==> config.mk <==
export PLATFORM = sky130hd
export DESIGN_NAME = dac_sample_feeder
export DESIGN_NICKNAME = d
export VERILOG_FILES = /design/src/rtl/dac_sample_feeder.sv
export SDC_FILE = /design/constraint.sdc
export NUM_CORES = 1
export LEC_CHECK = 0
export CORE_ASPECT_RATIO = 1.5
export CORE_MARGIN = 2
export CORE_UTILIZATION = 60
export CTS_BUF_LIST = sky130_fd_sc_hd__clkbuf_2 sky130_fd_sc_hd__clkbuf_4 sky130_fd_sc_hd__clkbuf_8
export CTS_CLUSTER_SIZE = 10
export DETAILED_ROUTE_END_ITERATION = 7
export GPL_TIMING_DRIVEN = 0
export PLACE_DENSITY = 0.9
export SLEW_MARGIN = 20
export SYNTH_ARGS = -nofsm -noshare
export SYNTH_HDL_FRONTEND = slang
export SYNTH_SLANG_ARGS = --single-unit
export TNS_END_PERCENT = 100
==> constraint.sdc <==
create_clock -name clk100mhz -period 4.3 [get_ports clk100mhz]
set_clock_uncertainty 0.2 [all_clocks]
set_input_delay 1.29 -clock clk100mhz [delete_from_list [all_inputs] [get_ports clk100mhz]]
set_output_delay 1.29 -clock clk100mhz [all_outputs]
set_load 0.005 [all_outputs]
==> src/rtl/dac_sample_feeder.sv <==
// Paces a buffered stream of 12-bit samples into the PMOD DA4 SPI master:
// one st_wrt/data_in handshake per sample tick, with done sync, timeout and recovery gap.
module dac_sample_feeder #(
    parameter int DEPTH       = 16,
    parameter int SAMPLE_DIV  = 5000,
    parameter int RECOVER_CYC = 250,
    parameter int TIMEOUT_CYC = 20000
) (
    input  logic                     clk100mhz,
    input  logic                     rst,
    input  logic                     en,
    input  logic                     s_valid,
    input  logic [11:0]              s_data,
    output logic                     s_ready,
    output logic                     st_wrt,
    output logic [11:0]              dac_data,
    input  logic                     dac_done,
    output logic [$clog2(DEPTH):0]   fifo_level,
    output logic                     underrun,
    output logic                     overrun,
    output logic                     timeout_err,
    input  logic                     clr_err
);

    localparam int AW = $clog2(DEPTH);
    localparam int LW = AW + 1;
    localparam int DW = (SAMPLE_DIV > 2) ? $clog2(SAMPLE_DIV) : 1;
    localparam int CW = $clog2(TIMEOUT_CYC + RECOVER_CYC + 1);

    localparam logic [DW-1:0] DIV_LAST = DW'(SAMPLE_DIV - 1);
    localparam logic [DW-1:0] DIV_ONE  = DW'(1);
    localparam logic [CW-1:0] TO_LAST  = CW'(TIMEOUT_CYC - 1);
    localparam logic [CW-1:0] REC_LAST = CW'(RECOVER_CYC - 1);
    localparam logic [CW-1:0] CNT_ONE  = CW'(1);
    localparam logic [AW-1:0] PTR_ONE  = AW'(1);
    localparam logic [LW-1:0] LVL_ONE  = LW'(1);
    localparam logic [LW-1:0] LVL_FULL = LW'(DEPTH);

    typedef enum logic [1:0] {
        IDLE    = 2'd0,
        BUSY    = 2'd1,
        RECOVER = 2'd2
    } state_t;

    state_t          state_r, state_nxt_s;
    logic [DW-1:0]   div_cnt_r;
    logic [CW-1:0]   cnt_r;
    logic [AW-1:0]   wr_ptr_r, rd_ptr_r;
    logic [11:0]     mem_r [DEPTH];
    logic            sync1_r, sync2_r, sync3_r;
    logic            tick_s, push_s, pop_s, done_rise_s, full_s;
    logic            st_wrt_nxt_s, underrun_nxt_s, overrun_nxt_s, to_set_s, cnt_clr_s;

    assign tick_s      = (div_cnt_r == DIV_LAST);
    assign full_s      = (fifo_level == LVL_FULL);
    assign s_ready     = ~full_s;
    assign push_s      = s_valid & ~full_s;
    assign done_rise_s = sync2_r & ~sync3_r;

    // Sample storage; contents need no reset because pointers/level gate every read.
    always_ff @(posedge clk100mhz) begin
        if (push_s) begin
            mem_r[wr_ptr_r] <= s_data;
        end
    end

    // Next-state and per-cycle control decisions for the transfer handshake.
    always_comb begin
        state_nxt_s    = state_r;
        st_wrt_nxt_s   = 1'b0;
        pop_s          = 1'b0;
        underrun_nxt_s = 1'b0;
        overrun_nxt_s  = 1'b0;
        to_set_s       = 1'b0;
        case (state_r)
            IDLE: begin
                if (tick_s) begin
                    if (fifo_level != {LW{1'b0}}) begin
                        pop_s        = 1'b1;
                        st_wrt_nxt_s = 1'b1;
                        state_nxt_s  = BUSY;
                    end else begin
                        underrun_nxt_s = 1'b1;
                    end
                end else begin
                    state_nxt_s = IDLE;
                end
            end
            BUSY: begin
                overrun_nxt_s = tick_s;
                // done takes priority over a coincident timeout
                if (done_rise_s) begin
                    state_nxt_s = RECOVER;
                end else if (cnt_r == TO_LAST) begin
                    to_set_s    = 1'b1;
                    state_nxt_s = RECOVER;
                end else begin
                    st_wrt_nxt_s = 1'b1;
                end
            end
            RECOVER: begin
                overrun_nxt_s = tick_s;
                if (cnt_r == REC_LAST) begin
                    state_nxt_s = IDLE;
                end else begin
                    state_nxt_s = RECOVER;
                end
            end
            default: begin
                state_nxt_s = IDLE;
            end
        endcase
        cnt_clr_s = (state_nxt_s != state_r) || (state_r == IDLE);
    end

    // State, pacing, FIFO bookkeeping, done synchronizer and registered outputs.
    always_ff @(posedge clk100mhz) begin
        if (rst) begin
            state_r     <= IDLE;
            div_cnt_r   <= {DW{1'b0}};
            cnt_r       <= {CW{1'b0}};
            wr_ptr_r    <= {AW{1'b0}};
            rd_ptr_r    <= {AW{1'b0}};
            fifo_level  <= {LW{1'b0}};
            sync1_r     <= 1'b0;
            sync2_r     <= 1'b0;
            sync3_r     <= 1'b0;
            st_wrt      <= 1'b0;
            dac_data    <= 12'h000;
            underrun    <= 1'b0;
            overrun     <= 1'b0;
            timeout_err <= 1'b0;
        end else begin
            state_r  <= state_nxt_s;
            sync1_r  <= dac_done;
            sync2_r  <= sync1_r;
            sync3_r  <= sync2_r;
            st_wrt   <= st_wrt_nxt_s;
            underrun <= underrun_nxt_s;
            overrun  <= overrun_nxt_s;

            if (!en || tick_s) begin
                div_cnt_r <= {DW{1'b0}};
            end else begin
                div_cnt_r <= div_cnt_r + DIV_ONE;
            end

            if (cnt_clr_s) begin
                cnt_r <= {CW{1'b0}};
            end else begin
                cnt_r <= cnt_r + CNT_ONE;
            end

            if (push_s) begin
                wr_ptr_r <= wr_ptr_r + PTR_ONE;
            end
            if (pop_s) begin
                rd_ptr_r <= rd_ptr_r + PTR_ONE;
                dac_data <= mem_r[rd_ptr_r];
            end
            case ({push_s, pop_s})
                2'b10:   fifo_level <= fifo_level + LVL_ONE;
                2'b01:   fifo_level <= fifo_level - LVL_ONE;
                default: fifo_level <= fifo_level;
            endcase

            if (to_set_s) begin
                timeout_err <= 1'b1;
            end else if (clr_err) begin
                timeout_err <= 1'b0;
            end
        end
    end

endmodule

==> out/summary.log <==
INFO  clock_tree     cts_tree=yes
INFO  route          routed-via-count=5858
INFO  yosys          register_area_share_after_synthesis=0.695
INFO  critical_path  end_kind=flip-flop
INFO  floorplanning  die_w=110um
INFO  global_routing antenna_found_initial=0
INFO  floorplanning  fp-row-count=58
INFO  global_routing vias_in_the_first_global_route=6227
INFO  power_and_ir_drop power_density=403nW/um^2
INFO  cells_and_area layout.core_utilization=0.693
INFO  placed_design  detailedPlacementHpwl=14500um
INFO  clock_tree     cts-root-to-sink-buffers=3
INFO  min_path       hold_class=reg2reg
INFO  timing         min_period_over_period=0.904
INFO  yosys          yosys-mux-area-fraction=0.109
INFO  placed_design  place.gp.congestion=0.899
INFO  timing         fmax=257MHz
INFO  clock_tree     cts-hold-fix-buffers=0
INFO  floorplanning  dieHeight=163um
INFO  global_routing grt_pass1_wl=33000um
INFO  power_and_ir_drop cellLeakagePower=0.00369uW
INFO  power_and_ir_drop internal-power=3650uW
INFO  power_and_ir_drop fraction_of_power_consumed_by_combinational_cells=0.028
INFO  power_and_ir_drop power.clock.fraction=0.395
INFO  route          number_of_drc_violations_after_detailed_routing_iteration_0=592
INFO  clock_tree     cts.sinks=254
INFO  power_and_ir_drop power_switching=985uW
INFO  clock_tree     post_cts_resize_count=0
INFO  clock_tree     worstSkewPairLatency=540ps
INFO  route          drt_pre_antenna_iters=7
INFO  power_and_ir_drop post_layout_power=4640uW
INFO  global_routing global_route.usage.total=0.253
INFO  yosys          per_instance_average_area_after_synthesis=16.1um^2
INFO  floorplanning  ios=40
INFO  job            drv.max_cap_violation_count=0
INFO  outcome        run_status=complete, no violations
INFO  route          routed_wire_length_per_instance=23.2um
INFO  cells_and_area area_of_all_placed_cells_without_fillers=11500um^2
INFO  clock_tree     cts-root-buf=sky130_fd_sc_hd__clkbuf_8
INFO  critical_path  setup.worst_path.start_class=input pin
INFO  timing         setup_viol_count_final=0
INFO  yosys          synth_cell_area=10100um^2
INFO  clock_tree     ctsHtreeMaxLevel=2
INFO  floorplanning  coreArea=16600um^2
INFO  power_and_ir_drop seqPwrFrac=0.577
INFO  route          drc=0
INFO  clock_tree     clkTransAtPathRegs=60ps
INFO  yosys          synth.yosys.warnings=0
INFO  timing         timing.final.hold_violations=0
INFO  timing         maxSlewViolCount=0
INFO  yosys          yosys.area_share.adder=0.0218
INFO  timing         tightest_slew=845ps
INFO  yosys          post_synth_and_or_nand_nor_area_fraction=0.0805
INFO  cells_and_area final_cells=941
INFO  clock_tree     cts-buffers-inserted=36
INFO  route          vias_per_cell=6.23
INFO  timing         shortest_period_the_worst_path_allows=3890ps
INFO  global_routing grt_start_max_net_pins=17
INFO  yosys          postSynthCellCount=625
INFO  critical_path  worst_path_maximum_fanout=9
INFO  cells_and_area area.growth.synth_to_final=14.1%
INFO  power_and_ir_drop sw_frac_of_total=0.212
INFO  critical_path  cp_data_required_time=4540ps
INFO  yosys          synthDistinctLibCells=46
INFO  timing         relSlewSlack=0.436
INFO  global_routing overflow=0
INFO  timing         setup_repair_after_global_routing_missed_its_margin=false
INFO  cells_and_area fin_nets=740
INFO  critical_path  r2r_slack=460ps
INFO  route          total_wirelength=21800um
INFO  floorplanning  initial_utilization=0.607
INFO  critical_path  path_class=in2reg
INFO  placed_design  dp_cells=877
INFO  yosys          synth-compound-area-share=0.0473
INFO  power_and_ir_drop peakVddDrop=0.328mV
INFO  yosys          synth_top_family_by_area=multiplexers
INFO  critical_path  crit_arrival=4120ps
INFO  cells_and_area drive_gt1_frac=0.186
INFO  placed_design  dpl_cell_area=10800um^2
INFO  yosys          flip_flop_and_latch_count_after_synthesis=254
INFO  floorplanning  floorplan.die_area=17900um^2
INFO  cells_and_area antenna_cells_inserted=0
INFO  route          postRouteAntennaNets=0
INFO  clock_tree     post_cts_buffers=0
INFO  placed_design  port_buffers=38
INFO  yosys          post_synth_xor_area_fraction=0.0278
INFO  yosys          postSynthNetCount=660
==> cell usage in the layout (no fill, tap or decap), types with 6 or more instances in the layout <==
master | synthesis | layout
sky130_fd_sc_hd__a21o_1 | 13 | 13
sky130_fd_sc_hd__a21oi_1 | 18 | 18
sky130_fd_sc_hd__a22oi_1 | 24 | 24
sky130_fd_sc_hd__buf_2 | 7 | 7
sky130_fd_sc_hd__clkbuf_1 | 21 | 21
sky130_fd_sc_hd__clkbuf_4 | 0 | 6
sky130_fd_sc_hd__clkbuf_8 | 0 | 38
sky130_fd_sc_hd__clkdlybuf4s50_1 | 0 | 38
sky130_fd_sc_hd__clkinv_1 | 0 | 11
sky130_fd_sc_hd__dfxtp_1 | 62 | 62
sky130_fd_sc_hd__edfxtp_1 | 192 | 192
sky130_fd_sc_hd__ha_1 | 16 | 16
sky130_fd_sc_hd__inv_1 | 15 | 15
sky130_fd_sc_hd__mux4_2 | 48 | 48
sky130_fd_sc_hd__nand2_1 | 31 | 31
sky130_fd_sc_hd__nand3_1 | 12 | 12
sky130_fd_sc_hd__nand4_1 | 11 | 11
sky130_fd_sc_hd__nor2_1 | 46 | 34
sky130_fd_sc_hd__nor2_2 | 0 | 12
sky130_fd_sc_hd__nor2b_1 | 7 | 7
sky130_fd_sc_hd__nor3_1 | 23 | 19
sky130_fd_sc_hd__xnor2_1 | 14 | 14
sky130_fd_sc_hd__xor2_1 | 18 | 18
==> layer usage <==
| layer | up-vias | part of all wire | track usage |
|---|---|---|---|
| li1 | 2580 | - | - |
| met1 | 2934 | 0.36 | 0.287 |
| met2 | 265 | 0.54 | 0.445 |
| met3 | 79 | 0.058 | 0.0460 |
| met4 | 0 | 0.044 | 0.136 |
| met5 | - | 0 | 0 |
==> layout make-up <==
type,count,area (um^2)
Multi-Input combinational cell,326,2940
Fill cell,1048,5110
Inverter,15,56.3
Clock inverter,20,131
Buffer,30,133
Clock buffer,44,568
Sequential cell,254,7010
Tap cell,210,263
Timing Repair Buffer,42,410
==> sequential cells by signal, summed over array words and instances, names as in the netlist <==
signal and flops:
cnt_r 15, dac_data 12, div_cnt_r 13, fifo_level 5
mem_r 192, overrun 1, rd_ptr_r 4, st_wrt 1
state_r 2, sync1_r 1, sync2_r 1, sync3_r 1
timeout_err 1, underrun 1, wr_ptr_r 4
==> Yosys cell counts, drive strengths merged <==
master  count  area, um^2
edfxtp    192        5770
dfxtp      62        1240
mux4       48        1080
nor2       46         173
nand2      31         116
a22oi      24         180
nor3       23         115
clkbuf     21        78.8
a21oi      18        90.1
xor2       18         158
ha         16         200
inv        15        56.3
xnor2      14         123
a21o       13        97.6
nand3      12        60.1
nand4      11        68.8
buf         9        53.8
nor2b       7        43.8
and3        5        31.3
nand2b      5        31.3
and2        4        25.0
and4        4        36.3
nor4        4        40.0
a211oi      2        27.5
mux2i       2        20.0
nor4b       2        17.5
o21ai       2        13.8
o31ai       2        15.0
or4         2        15.0
a21boi      1        7.51
a311oi      1        8.76
a32oi       1        8.76
fa          1        20.0
nor3b       1        7.51
nor4bb      1        10.0
o211ai      1        7.51
o221a       1        11.3
o311ai      1        8.76
or3         1        6.26
or4bb       1        15.0
==> stage by stage <==
| stage | hold slack, ps | setup TNS [ps] | setup WS [ps] |
|---|---|---|---|
| after floorplan | 214 | 0 | 696 |
| after global placement | 230 | -14210 | -334 |
| after detailed placement | 247 | -747 | -65.5 |
| after CTS | 259 | 0 | 466 |
| after global routing | 270 | 0 | 144 |
| final | 254 | 0 | 414 |
==> final timing paths <==
| check | startpoint | endpoint | cells past startpoint |
|---|---|---|---|
| hold / removal | div_cnt_r[0]$_SDFF_PP0_ | div_cnt_r[0]$_SDFF_PP0_ | 1 |
| hold reg to reg | div_cnt_r[0]$_SDFF_PP0_ | div_cnt_r[0]$_SDFF_PP0_ | 1 |
| setup reg to reg | div_cnt_r[7]$_SDFF_PP0_ | fifo_level[4]$_SDFFE_PP0P_ | 13 |
| setup / recovery | s_valid | fifo_level[4]$_SDFFE_PP0P_ | 10 |
==> power groups by stage <==
stage / Sequential (uW) / Clock (uW) / Combinational (uW)
final: 2670 / 1830 / 132
after global routing: 2680 / 1950 / 140
after CTS: 2670 / 1850 / 130
after detailed placement: 2730 / 0 / 129
after global placement: 2720 / 0 / 114
after floorplan: 2720 / 0 / 53.3
==> cells by family (layout without fill, tap and decap cells) <==
family,count (synthesis),count (layout)
AO/OA/AOI/OAI,67,67
XOR/XNOR,32,32
adder cells (fa/ha/maj),17,17
buffers and inverters,45,151
flip-flops,254,254
multiplexers,50,50
AND/OR/NAND/NOR,160,160
==> critical path, stage by stage <==
cell,delay (ps)
sky130_fd_sc_hd__clkdlybuf4s50_1,460
sky130_fd_sc_hd__a21boi_1,560
sky130_fd_sc_hd__inv_1,100
sky130_fd_sc_hd__ha_1,290
sky130_fd_sc_hd__ha_1,340
sky130_fd_sc_hd__nor2b_1,150
sky130_fd_sc_hd__o21ai_0,180
sky130_fd_sc_hd__a21oi_1,120
sky130_fd_sc_hd__or4_1,480
sky130_fd_sc_hd__a21oi_1,150
Power figures use the tool's default switching activity.
